<file path="src/rtl/psimd_exec_sequencer_if.sv">
// ============================================================================
// Module      : psimd_exec_sequencer_if
// Description : Request/response bundle for the PSIMD execution sequencer.
//               Request channel: valid/ready plus instruction control fields
//               and the three FP and two integer operands.
//               Response channel: valid/ready plus captured FP result, two
//               integer results and the illegal-rounding-mode indication.
//               slave  : sequencer side (accepts requests, returns responses)
//               master : issuing side
// Revision    : 1.0 - initial release
// ============================================================================
`default_nettype none

interface psimd_exec_sequencer_if #(
    parameter int REG_WIDTH = 64
);
    // request channel
    logic                 req_valid;
    logic                 req_ready;
    logic [3:0]           req_ena;
    logic [2:0]           req_rm;
    logic [1:0]           req_sel1;
    logic [2:0]           req_sel2;
    logic                 req_op;
    logic [3:0]           req_lane_en;
    logic [REG_WIDTH-1:0] req_src1;
    logic [REG_WIDTH-1:0] req_src2;
    logic [REG_WIDTH-1:0] req_src3;
    logic [REG_WIDTH-1:0] req_srci_0;
    logic [REG_WIDTH-1:0] req_srci_1;

    // response channel
    logic                 rsp_valid;
    logic                 rsp_ready;
    logic [REG_WIDTH-1:0] rsp_data;
    logic [REG_WIDTH-1:0] rsp_datai_0;
    logic [REG_WIDTH-1:0] rsp_datai_1;
    logic                 rsp_illegal;

    modport slave (
        input  req_valid, req_ena, req_rm, req_sel1, req_sel2, req_op,
               req_lane_en, req_src1, req_src2, req_src3, req_srci_0, req_srci_1,
        output req_ready,
        output rsp_valid, rsp_data, rsp_datai_0, rsp_datai_1, rsp_illegal,
        input  rsp_ready
    );

    modport master (
        output req_valid, req_ena, req_rm, req_sel1, req_sel2, req_op,
               req_lane_en, req_src1, req_src2, req_src3, req_srci_0, req_srci_1,
        input  req_ready,
        input  rsp_valid, rsp_data, rsp_datai_0, rsp_datai_1, rsp_illegal,
        output rsp_ready
    );
endinterface

`default_nettype wire

</file>
<file path="src/rtl/psimd_exec_sequencer.sv">
// ============================================================================
// Module      : psimd_exec_sequencer
// Description : Single-issue controller in front of the 4-lane DLFloat16 SIMD
//               execution unit. Accepts one instruction per handshake, holds
//               the execution-unit inputs for EU_LATENCY cycles, samples the
//               results and per-lane flags, returns a response and keeps
//               sticky {NV,DZ,OF,UF,NX} flags over the enabled lanes.
// Ports       : clk, rst            - clock, synchronous active-high reset
//               bus (slave)         - request / response channels
//               frm                 - dynamic rounding mode (CSR)
//               eu_*  (out)         - control and operands to execution unit
//               eu_dataout*/flags   - results and per-lane flags from the unit
//               fflags, fflags_clr  - sticky flags and their clear strobe
//               busy                - instruction in flight
// Revision    : 1.0 - initial release
// ============================================================================
`default_nettype none

module psimd_exec_sequencer #(
    parameter int REG_WIDTH  = 64,
    parameter int EU_LATENCY = 1
) (
    input  wire logic                 clk,
    input  wire logic                 rst,
    psimd_exec_sequencer_if.slave     bus,
    input  wire logic [2:0]           frm,
    output logic      [3:0]           eu_ena,
    output logic      [2:0]           eu_rm,
    output logic      [1:0]           eu_sel1,
    output logic      [2:0]           eu_sel2,
    output logic                      eu_op,
    output logic      [REG_WIDTH-1:0] eu_data1,
    output logic      [REG_WIDTH-1:0] eu_data2,
    output logic      [REG_WIDTH-1:0] eu_data3,
    output logic      [REG_WIDTH-1:0] eu_datai_0,
    output logic      [REG_WIDTH-1:0] eu_datai_1,
    input  wire logic [REG_WIDTH-1:0] eu_dataout_1,
    input  wire logic [REG_WIDTH-1:0] eu_dataouti_0,
    input  wire logic [REG_WIDTH-1:0] eu_dataouti_1,
    input  wire logic [3:0]           eu_invalid,
    input  wire logic [3:0]           eu_inexact,
    input  wire logic [3:0]           eu_overflow,
    input  wire logic [3:0]           eu_underflow,
    input  wire logic [3:0]           eu_div_by_zero,
    output logic      [4:0]           fflags,
    input  wire logic                 fflags_clr,
    output logic                      busy
);

    localparam logic [3:0] c_eu_latency = 4'(EU_LATENCY);
    localparam logic [2:0] c_rm_dyn     = 3'd7;
    localparam logic [2:0] c_rm_max     = 3'd4;

    typedef enum logic [1:0] {
        ST_IDLE = 2'd0,
        ST_EXEC = 2'd1,
        ST_RESP = 2'd2
    } state_t;

    state_t r_state;
    state_t w_state_nxt;

    logic [3:0]           r_cnt;
    logic [3:0]           r_eu_ena;
    logic [2:0]           r_eu_rm;
    logic [1:0]           r_eu_sel1;
    logic [2:0]           r_eu_sel2;
    logic                 r_eu_op;
    logic [REG_WIDTH-1:0] r_eu_data1;
    logic [REG_WIDTH-1:0] r_eu_data2;
    logic [REG_WIDTH-1:0] r_eu_data3;
    logic [REG_WIDTH-1:0] r_eu_datai_0;
    logic [REG_WIDTH-1:0] r_eu_datai_1;
    logic [3:0]           r_lane_en;
    logic                 r_rsp_valid;
    logic                 r_rsp_illegal;
    logic [REG_WIDTH-1:0] r_rsp_data;
    logic [REG_WIDTH-1:0] r_rsp_datai_0;
    logic [REG_WIDTH-1:0] r_rsp_datai_1;
    logic [4:0]           r_fflags;

    logic [2:0] w_eff_rm;
    logic       w_rm_illegal;
    logic       w_accept;
    logic       w_sample;
    logic       w_rsp_done;
    logic [4:0] w_new_flags;

    // frm is only meaningful in the accept cycle; it is folded into the
    // latched rounding mode there and never looked at again.
    assign w_eff_rm     = (bus.req_rm == c_rm_dyn) ? frm : bus.req_rm;
    assign w_rm_illegal = (w_eff_rm > c_rm_max);
    assign w_accept     = bus.req_valid && (r_state == ST_IDLE);
    // The counter reaches 1 in the last cycle the unit inputs are held.
    assign w_sample     = (r_state == ST_EXEC) && (r_cnt == 4'd1);
    assign w_rsp_done   = (r_state == ST_RESP) && bus.rsp_ready;

    assign w_new_flags = {|(eu_invalid     & r_lane_en),
                          |(eu_div_by_zero & r_lane_en),
                          |(eu_overflow    & r_lane_en),
                          |(eu_underflow   & r_lane_en),
                          |(eu_inexact     & r_lane_en)};

    always_ff @(posedge clk) begin
        if (rst) begin
            r_state <= ST_IDLE;
        end else begin
            r_state <= w_state_nxt;
        end
    end

    always_comb begin
        w_state_nxt = r_state;
        case (r_state)
            ST_IDLE: begin
                if (w_accept) begin
                    w_state_nxt = w_rm_illegal ? ST_RESP : ST_EXEC;
                end
            end
            ST_EXEC: begin
                if (w_sample) begin
                    w_state_nxt = ST_RESP;
                end
            end
            ST_RESP: begin
                if (w_rsp_done) begin
                    w_state_nxt = ST_IDLE;
                end
            end
            default: w_state_nxt = ST_IDLE;
        endcase
    end

    always_ff @(posedge clk) begin
        if (rst) begin
            r_cnt         <= 4'd0;
            r_eu_ena      <= 4'd0;
            r_eu_rm       <= 3'd0;
            r_eu_sel1     <= 2'd0;
            r_eu_sel2     <= 3'd0;
            r_eu_op       <= 1'b0;
            r_eu_data1    <= '0;
            r_eu_data2    <= '0;
            r_eu_data3    <= '0;
            r_eu_datai_0  <= '0;
            r_eu_datai_1  <= '0;
            r_lane_en     <= 4'd0;
            r_rsp_valid   <= 1'b0;
            r_rsp_illegal <= 1'b0;
            r_rsp_data    <= '0;
            r_rsp_datai_0 <= '0;
            r_rsp_datai_1 <= '0;
            r_fflags      <= 5'd0;
        end else begin
            if (w_accept) begin
                r_eu_rm      <= w_eff_rm;
                r_eu_sel1    <= bus.req_sel1;
                r_eu_sel2    <= bus.req_sel2;
                r_eu_op      <= bus.req_op;
                r_eu_data1   <= bus.req_src1;
                r_eu_data2   <= bus.req_src2;
                r_eu_data3   <= bus.req_src3;
                r_eu_datai_0 <= bus.req_srci_0;
                r_eu_datai_1 <= bus.req_srci_1;
                r_lane_en    <= bus.req_lane_en;
                if (w_rm_illegal) begin
                    // Rejected: answer immediately, never enable the unit.
                    r_rsp_valid   <= 1'b1;
                    r_rsp_illegal <= 1'b1;
                    r_rsp_data    <= '0;
                    r_rsp_datai_0 <= '0;
                    r_rsp_datai_1 <= '0;
                end else begin
                    r_eu_ena <= bus.req_ena;
                    r_cnt    <= c_eu_latency;
                end
            end

            if (r_state == ST_EXEC) begin
                r_cnt <= r_cnt - 4'd1;
            end

            if (w_sample) begin
                r_eu_ena      <= 4'd0;
                r_rsp_valid   <= 1'b1;
                r_rsp_data    <= eu_dataout_1;
                r_rsp_datai_0 <= eu_dataouti_0;
                r_rsp_datai_1 <= eu_dataouti_1;
            end

            if (w_rsp_done) begin
                r_rsp_valid   <= 1'b0;
                r_rsp_illegal <= 1'b0;
            end

            // A clear coinciding with a sample edge wipes the old flags but
            // keeps the ones produced by this instruction.
            if (w_sample) begin
                r_fflags <= (fflags_clr ? 5'd0 : r_fflags) | w_new_flags;
            end else if (fflags_clr) begin
                r_fflags <= 5'd0;
            end
        end
    end

    assign bus.req_ready   = (r_state == ST_IDLE);
    assign busy            = (r_state != ST_IDLE);
    assign bus.rsp_valid   = r_rsp_valid;
    assign bus.rsp_illegal = r_rsp_illegal;
    assign bus.rsp_data    = r_rsp_data;
    assign bus.rsp_datai_0 = r_rsp_datai_0;
    assign bus.rsp_datai_1 = r_rsp_datai_1;

    assign eu_ena     = r_eu_ena;
    assign eu_rm      = r_eu_rm;
    assign eu_sel1    = r_eu_sel1;
    assign eu_sel2    = r_eu_sel2;
    assign eu_op      = r_eu_op;
    assign eu_data1   = r_eu_data1;
    assign eu_data2   = r_eu_data2;
    assign eu_data3   = r_eu_data3;
    assign eu_datai_0 = r_eu_datai_0;
    assign eu_datai_1 = r_eu_datai_1;
    assign fflags     = r_fflags;

endmodule

`default_nettype wire

</file>
<file path="src/flat_wrapper.sv">
// flat-port wrapper written by rule: the top's interface ports become plain ports
module psimd_exec_sequencer_flat 
#(
    parameter int REG_WIDTH  = 64,
    parameter int EU_LATENCY = 1
)
  (clk, rst, frm, eu_ena, eu_rm, eu_sel1, eu_sel2, eu_op, eu_data1, eu_data2, eu_data3, eu_datai_0, eu_datai_1, eu_dataout_1, eu_dataouti_0, eu_dataouti_1, eu_invalid, eu_inexact, eu_overflow, eu_underflow, eu_div_by_zero, fflags, fflags_clr, busy, bus_req_valid, bus_req_ena, bus_req_rm, bus_req_sel1, bus_req_sel2, bus_req_op, bus_req_lane_en, bus_req_src1, bus_req_src2, bus_req_src3, bus_req_srci_0, bus_req_srci_1, bus_req_ready, bus_rsp_valid, bus_rsp_data, bus_rsp_datai_0, bus_rsp_datai_1, bus_rsp_illegal, bus_rsp_ready);
  psimd_exec_sequencer_if #(.REG_WIDTH(REG_WIDTH)) bus_i ();
  input  wire logic clk;
  input  wire logic rst;
  input  wire logic [2:0] frm;
  output logic      [3:0] eu_ena;
  output logic      [2:0] eu_rm;
  output logic      [1:0] eu_sel1;
  output logic      [2:0] eu_sel2;
  output logic eu_op;
  output logic      [REG_WIDTH-1:0] eu_data1;
  output logic      [REG_WIDTH-1:0] eu_data2;
  output logic      [REG_WIDTH-1:0] eu_data3;
  output logic      [REG_WIDTH-1:0] eu_datai_0;
  output logic      [REG_WIDTH-1:0] eu_datai_1;
  input  wire logic [REG_WIDTH-1:0] eu_dataout_1;
  input  wire logic [REG_WIDTH-1:0] eu_dataouti_0;
  input  wire logic [REG_WIDTH-1:0] eu_dataouti_1;
  input  wire logic [3:0] eu_invalid;
  input  wire logic [3:0] eu_inexact;
  input  wire logic [3:0] eu_overflow;
  input  wire logic [3:0] eu_underflow;
  input  wire logic [3:0] eu_div_by_zero;
  output logic      [4:0] fflags;
  input  wire logic fflags_clr;
  output logic busy;
  input wire logic [$bits(bus_i.req_valid)-1:0] bus_req_valid;
  input wire logic [$bits(bus_i.req_ena)-1:0] bus_req_ena;
  input wire logic [$bits(bus_i.req_rm)-1:0] bus_req_rm;
  input wire logic [$bits(bus_i.req_sel1)-1:0] bus_req_sel1;
  input wire logic [$bits(bus_i.req_sel2)-1:0] bus_req_sel2;
  input wire logic [$bits(bus_i.req_op)-1:0] bus_req_op;
  input wire logic [$bits(bus_i.req_lane_en)-1:0] bus_req_lane_en;
  input wire logic [$bits(bus_i.req_src1)-1:0] bus_req_src1;
  input wire logic [$bits(bus_i.req_src2)-1:0] bus_req_src2;
  input wire logic [$bits(bus_i.req_src3)-1:0] bus_req_src3;
  input wire logic [$bits(bus_i.req_srci_0)-1:0] bus_req_srci_0;
  input wire logic [$bits(bus_i.req_srci_1)-1:0] bus_req_srci_1;
  output wire logic [$bits(bus_i.req_ready)-1:0] bus_req_ready;
  output wire logic [$bits(bus_i.rsp_valid)-1:0] bus_rsp_valid;
  output wire logic [$bits(bus_i.rsp_data)-1:0] bus_rsp_data;
  output wire logic [$bits(bus_i.rsp_datai_0)-1:0] bus_rsp_datai_0;
  output wire logic [$bits(bus_i.rsp_datai_1)-1:0] bus_rsp_datai_1;
  output wire logic [$bits(bus_i.rsp_illegal)-1:0] bus_rsp_illegal;
  input wire logic [$bits(bus_i.rsp_ready)-1:0] bus_rsp_ready;
  assign bus_i.req_valid = bus_req_valid;
  assign bus_i.req_ena = bus_req_ena;
  assign bus_i.req_rm = bus_req_rm;
  assign bus_i.req_sel1 = bus_req_sel1;
  assign bus_i.req_sel2 = bus_req_sel2;
  assign bus_i.req_op = bus_req_op;
  assign bus_i.req_lane_en = bus_req_lane_en;
  assign bus_i.req_src1 = bus_req_src1;
  assign bus_i.req_src2 = bus_req_src2;
  assign bus_i.req_src3 = bus_req_src3;
  assign bus_i.req_srci_0 = bus_req_srci_0;
  assign bus_i.req_srci_1 = bus_req_srci_1;
  assign bus_req_ready = bus_i.req_ready;
  assign bus_rsp_valid = bus_i.rsp_valid;
  assign bus_rsp_data = bus_i.rsp_data;
  assign bus_rsp_datai_0 = bus_i.rsp_datai_0;
  assign bus_rsp_datai_1 = bus_i.rsp_datai_1;
  assign bus_rsp_illegal = bus_i.rsp_illegal;
  assign bus_i.rsp_ready = bus_rsp_ready;
  psimd_exec_sequencer #(.REG_WIDTH(REG_WIDTH), .EU_LATENCY(EU_LATENCY)) u_core (.clk(clk), .rst(rst), .bus(bus_i), .frm(frm), .eu_ena(eu_ena), .eu_rm(eu_rm), .eu_sel1(eu_sel1), .eu_sel2(eu_sel2), .eu_op(eu_op), .eu_data1(eu_data1), .eu_data2(eu_data2), .eu_data3(eu_data3), .eu_datai_0(eu_datai_0), .eu_datai_1(eu_datai_1), .eu_dataout_1(eu_dataout_1), .eu_dataouti_0(eu_dataouti_0), .eu_dataouti_1(eu_dataouti_1), .eu_invalid(eu_invalid), .eu_inexact(eu_inexact), .eu_overflow(eu_overflow), .eu_underflow(eu_underflow), .eu_div_by_zero(eu_div_by_zero), .fflags(fflags), .fflags_clr(fflags_clr), .busy(busy));
endmodule
</file>
<file path="config.mk">
export PLATFORM = sky130hd
export DESIGN_NAME = psimd_exec_sequencer_flat
export DESIGN_NICKNAME = d
export VERILOG_FILES = /design/src/rtl/psimd_exec_sequencer_if.sv /design/src/rtl/psimd_exec_sequencer.sv /design/src/flat_wrapper.sv
export SDC_FILE = /design/constraint.sdc
export NUM_CORES = 1
export LEC_CHECK = 0
export CORE_AREA = 2 2 430 432
export CTS_CLUSTER_DIAMETER = 80
export DETAILED_ROUTE_END_ITERATION = 16
export DIE_AREA = 0 0 432 434
export HOLD_SLACK_MARGIN = 0.02
export RECOVER_POWER = 50
export SYNTH_ARGS = -nofsm -noshare
export SYNTH_HDL_FRONTEND = slang
export SYNTH_SLANG_ARGS = --single-unit
</file>
<file path="constraint.sdc">
create_clock -name clk -period 1.7 [get_ports clk]
set_input_delay 0.255 -clock clk [delete_from_list [all_inputs] [get_ports clk]]
set_output_delay 0.255 -clock clk [all_outputs]
set_load 0.01 [all_outputs]
</file>
==> run metrics <==
Detail Route Antenna Nets=0; Syn Inst Count=approximately 2000; mapped cell area=17900 sq um; Mapped Nets=between 2000 and 3000; Seq/Total Area, Yosys=0.607; Least-Margin Pin Slew=715 ps; area leader, netlist=dfxtp_1; fin util=0.190; critical path peak fanout=24; RSZ-0062 raised after global routing=true; Seq. cell area=10900 sq um; WL/cell=20.5 microns; post-DP HPWL=88700 microns; Startpoint Class=flop; # setup viols final=216; leakage power=14.4 nW; worst hold path class=in2reg; YS warnings=0; Synth Area per Inst=9.05 sq um; core area=182000 sq um; initial antenna violation count=29; clk_lat worst skew=700 ps; total CTS buffers=73; Routed WL=114000 microns; r2r worst-path depth=7; Vias=19000; Worst path depth=7; die height=approximately 430 microns; Max Buffers Root-to-Sink=3; H-Tree Depth=3; Synth area leaders=dfxtp_1 (61%), nand2_1 (14%), a22o_1 (9.7%); WHS Path Cells=3; delay-heaviest family, CP=compound AO/OA/AOI/OAI gates; first-pass GRT wire length=146000 microns; critical path required time=~2300 ps; outcome=finished with violations; fin worst setup slack=-235 ps; Post-synth ARST share=0; Tmin final=1940 ps; Overall Power=0.0362 W; multi-input combinational cell area=6370 sq um; Worst VDD drop=695 uV; top_reg_cell synth=dfxtp_1; relative slew slack=0.523; Synth Area in XOR/XNOR=0.000490; main combinational cell family by area after synthesis=compound AO/OA/AOI/OAI gates; Pre-antenna DRT Iters=5; initial DRC count=1350; part of the cycle the worst path needs=1.14; max_cap viols=0; DIE AREA=187000 sq um; cell breakdown of the critical path=buf_12, nor3b_4, o211ai_1, o31a_2, buf_12, buf_12, a22o_1; P&R area growth vs syn=94.3%; Simple-Gate Fraction of Synth Area=0.150; clk sinks=approximately 540; mux contribution to synthesized area=0; synth unique cells=31; count leader, synth=nand2_1; port buffer count=about 1100; DIE WIDTH=around 430 microns; Pwr per Cell Area=1040 nW/um^2; Avg Vias per Cell=3.42; Top-Level Pins=about 1100; CP max stage delay=370 ps; Post-synth EDFFs=0; largest net degree at the start of global routing=130; CP arrival=roughly 2500 ps; CTS tree=done; adder-cell share of the synthesized area=0.00140; Root Driver=clkbuf_16; routability congestion estimate from global placement=0.916; endpoint type of the worst setup path=flop; vias in the first global route=18500; Slowest-stage cell, CP=o31a_2; kind of critical path=reg2reg; gr usage total=0.112; final hold vios=0; filler instances=20200; Initial Util=0.0979; clock-pin slew on the worst setup and hold paths=60 ps; Max Clock Freq=517 MHz; num rows=157; Yosys top cell area share=0.607; Final nets=3674; Compound-Gate Fraction of Synth Area=0.203; Clock Skews=51.2 ps; synth cell count leaders=nand2_1 (669), dfxtp_1 (542), a21oi_1 (338); Slew Viols, Final=0; failing checks=setup timing; grt total ovfl=0; Yosys reg bits=542; ratio of cells with drive above 1 in the final layout=0.110; crit-path most repeated cell=buf_12; DRC violations left=0; CP bufs+invs=3
==> per-stage QoR <==
| stage | TNS [ps] | cells | cell area, sq um | hold WS [ps] | setup slack, ps |
|---|---|---|---|---|---|
| global placement | -199060 | 5369 | 32100 | 441 | -595 |
| CTS | -42510 | 5544 | 34500 | 20.3 | -244 |
| floorplan | 0 | 1975 | 17900 | 380 | 3.82 |
| finish | -39140 | 5563 | 34700 | 109 | -235 |
| detailed placement | -205310 | 5369 | 32100 | 446 | -614 |
| global route | -64020 | 5562 | 34700 | 64.1 | -290 |
==> area by class of cell <==
cell class / instances / area share
Clock buffer: 101 / 0.0591
Inverter: 11 / 0.00119
Timing Repair Buffer: 1220 / 0.343
Sequential cell: 542 / 0.314
Clock inverter: 30 / 0.0134
Antenna cell: 7 / 0.000504
Tap cell: 2385 / 0.0859
Multi-Input combinational cell: 1267 / 0.184
==> path summary, 6_finish.rpt <==
| kind | from | to | slack (ps) |
|---|---|---|---|
| hold reg to reg | u_core.eu_data2[52]$_SDFFE_PP0P_ | u_core.eu_data2[52]$_SDFFE_PP0P_ | 450 |
| hold / removal | bus_req_src3[6] | u_core.eu_data3[6]$_SDFFE_PP0P_ | 110 |
| setup reg to reg | u_core.r_state[0]$_SDFFE_PP0P_ | u_core.bus.rsp_data[10]$_SDFFE_PP0P_ | -240 |
| setup / recovery | u_core.r_state[0]$_SDFFE_PP0P_ | u_core.bus.rsp_data[10]$_SDFFE_PP0P_ | -240 |
==> worst register-to-register path, delay by kind of cell, from the launching register on <==
kind / cells / cell delay (ps)
compound gates: 3 / 750
simple gates: 1 / 200
flops: 1 / 340
buf+inv: 3 / 540
==> layer usage <==
layer	wire (microns)	track usage	up-vias	part of all wire
li1	-	-	8996	-
met5	61	0	-	0.00053
met1	42400	0.123	9091	0.37
met3	14300	0.0605	158	0.13
met2	54200	0.179	772	0.47
met4	3300	0.0440	10	0.029
==> sequential cells by signal (all words and copies together) (netlist names), 4 cells and up <==
register and cells:
u_core.bus.rsp_datai_0 64, u_core.r_cnt 4, u_core.bus.rsp_data 64, u_core.bus.rsp_datai_1 64, u_core.r_lane_en 4, u_core.eu_ena 4
u_core.eu_datai_1 64, u_core.eu_datai_0 64, u_core.fflags 5, u_core.eu_data1 64, u_core.eu_data2 64, u_core.eu_data3 64
==> power by group <==
group | leakage, nW | switching [W] | internal [W] | total, W
logic | 8.73 | 0.00317 | 0.00292 | 0.00609
clock network | 1.22 | 0.00672 | 0.00943 | 0.0161
registers | 4.44 | 0.000479 | 0.0135 | 0.0140
==> kinds of logic (layout without fill, tap and decap cells) <==
group           Yosys count  in the layout
other cells               0              7
simple gates            699            699
flops                   542            542
xor+xnor                  1              1
buf+inv                 166           1362
fa+ha+maj                 2              2
compound gates          565            565
==> timing repair <==
item | CTS | global route
hold buffers | 40 | 0
pin swaps | 35 | 4
gates resized for setup | 826 | 24
endpoints found under the hold margin | 81 | 0
gates cloned | 0 | 8
buffers inserted | 4 | 4
setup endpoints to repair | 710 | 330
==> cell usage in the layout (no fill, tap or decap), types with 6 or more instances in the layout <==
cell	instances
nand2_1	668
nand3_1	8
buf_6	6
a21oi_1	338
dfxtp_1	519
clkbuf_8	10
clkdlybuf4s15_2	55
dlygate4sd3_1	40
buf_4	40
a22o_1	197
buf_2	12
inv_1	10
buf_12	29
clkdlybuf4s50_1	555
clkbuf_4	11
diode_2	7
clkbuf_1	23
clkbuf_16	81
o21ai_0	7
clkinv_2	6
inv_8	6
dlygate4sd2_1	379
dfxtp_2	18
clkdlybuf4s15_1	35
clkbuf_2	34
(Power assumes the default switching activity.)
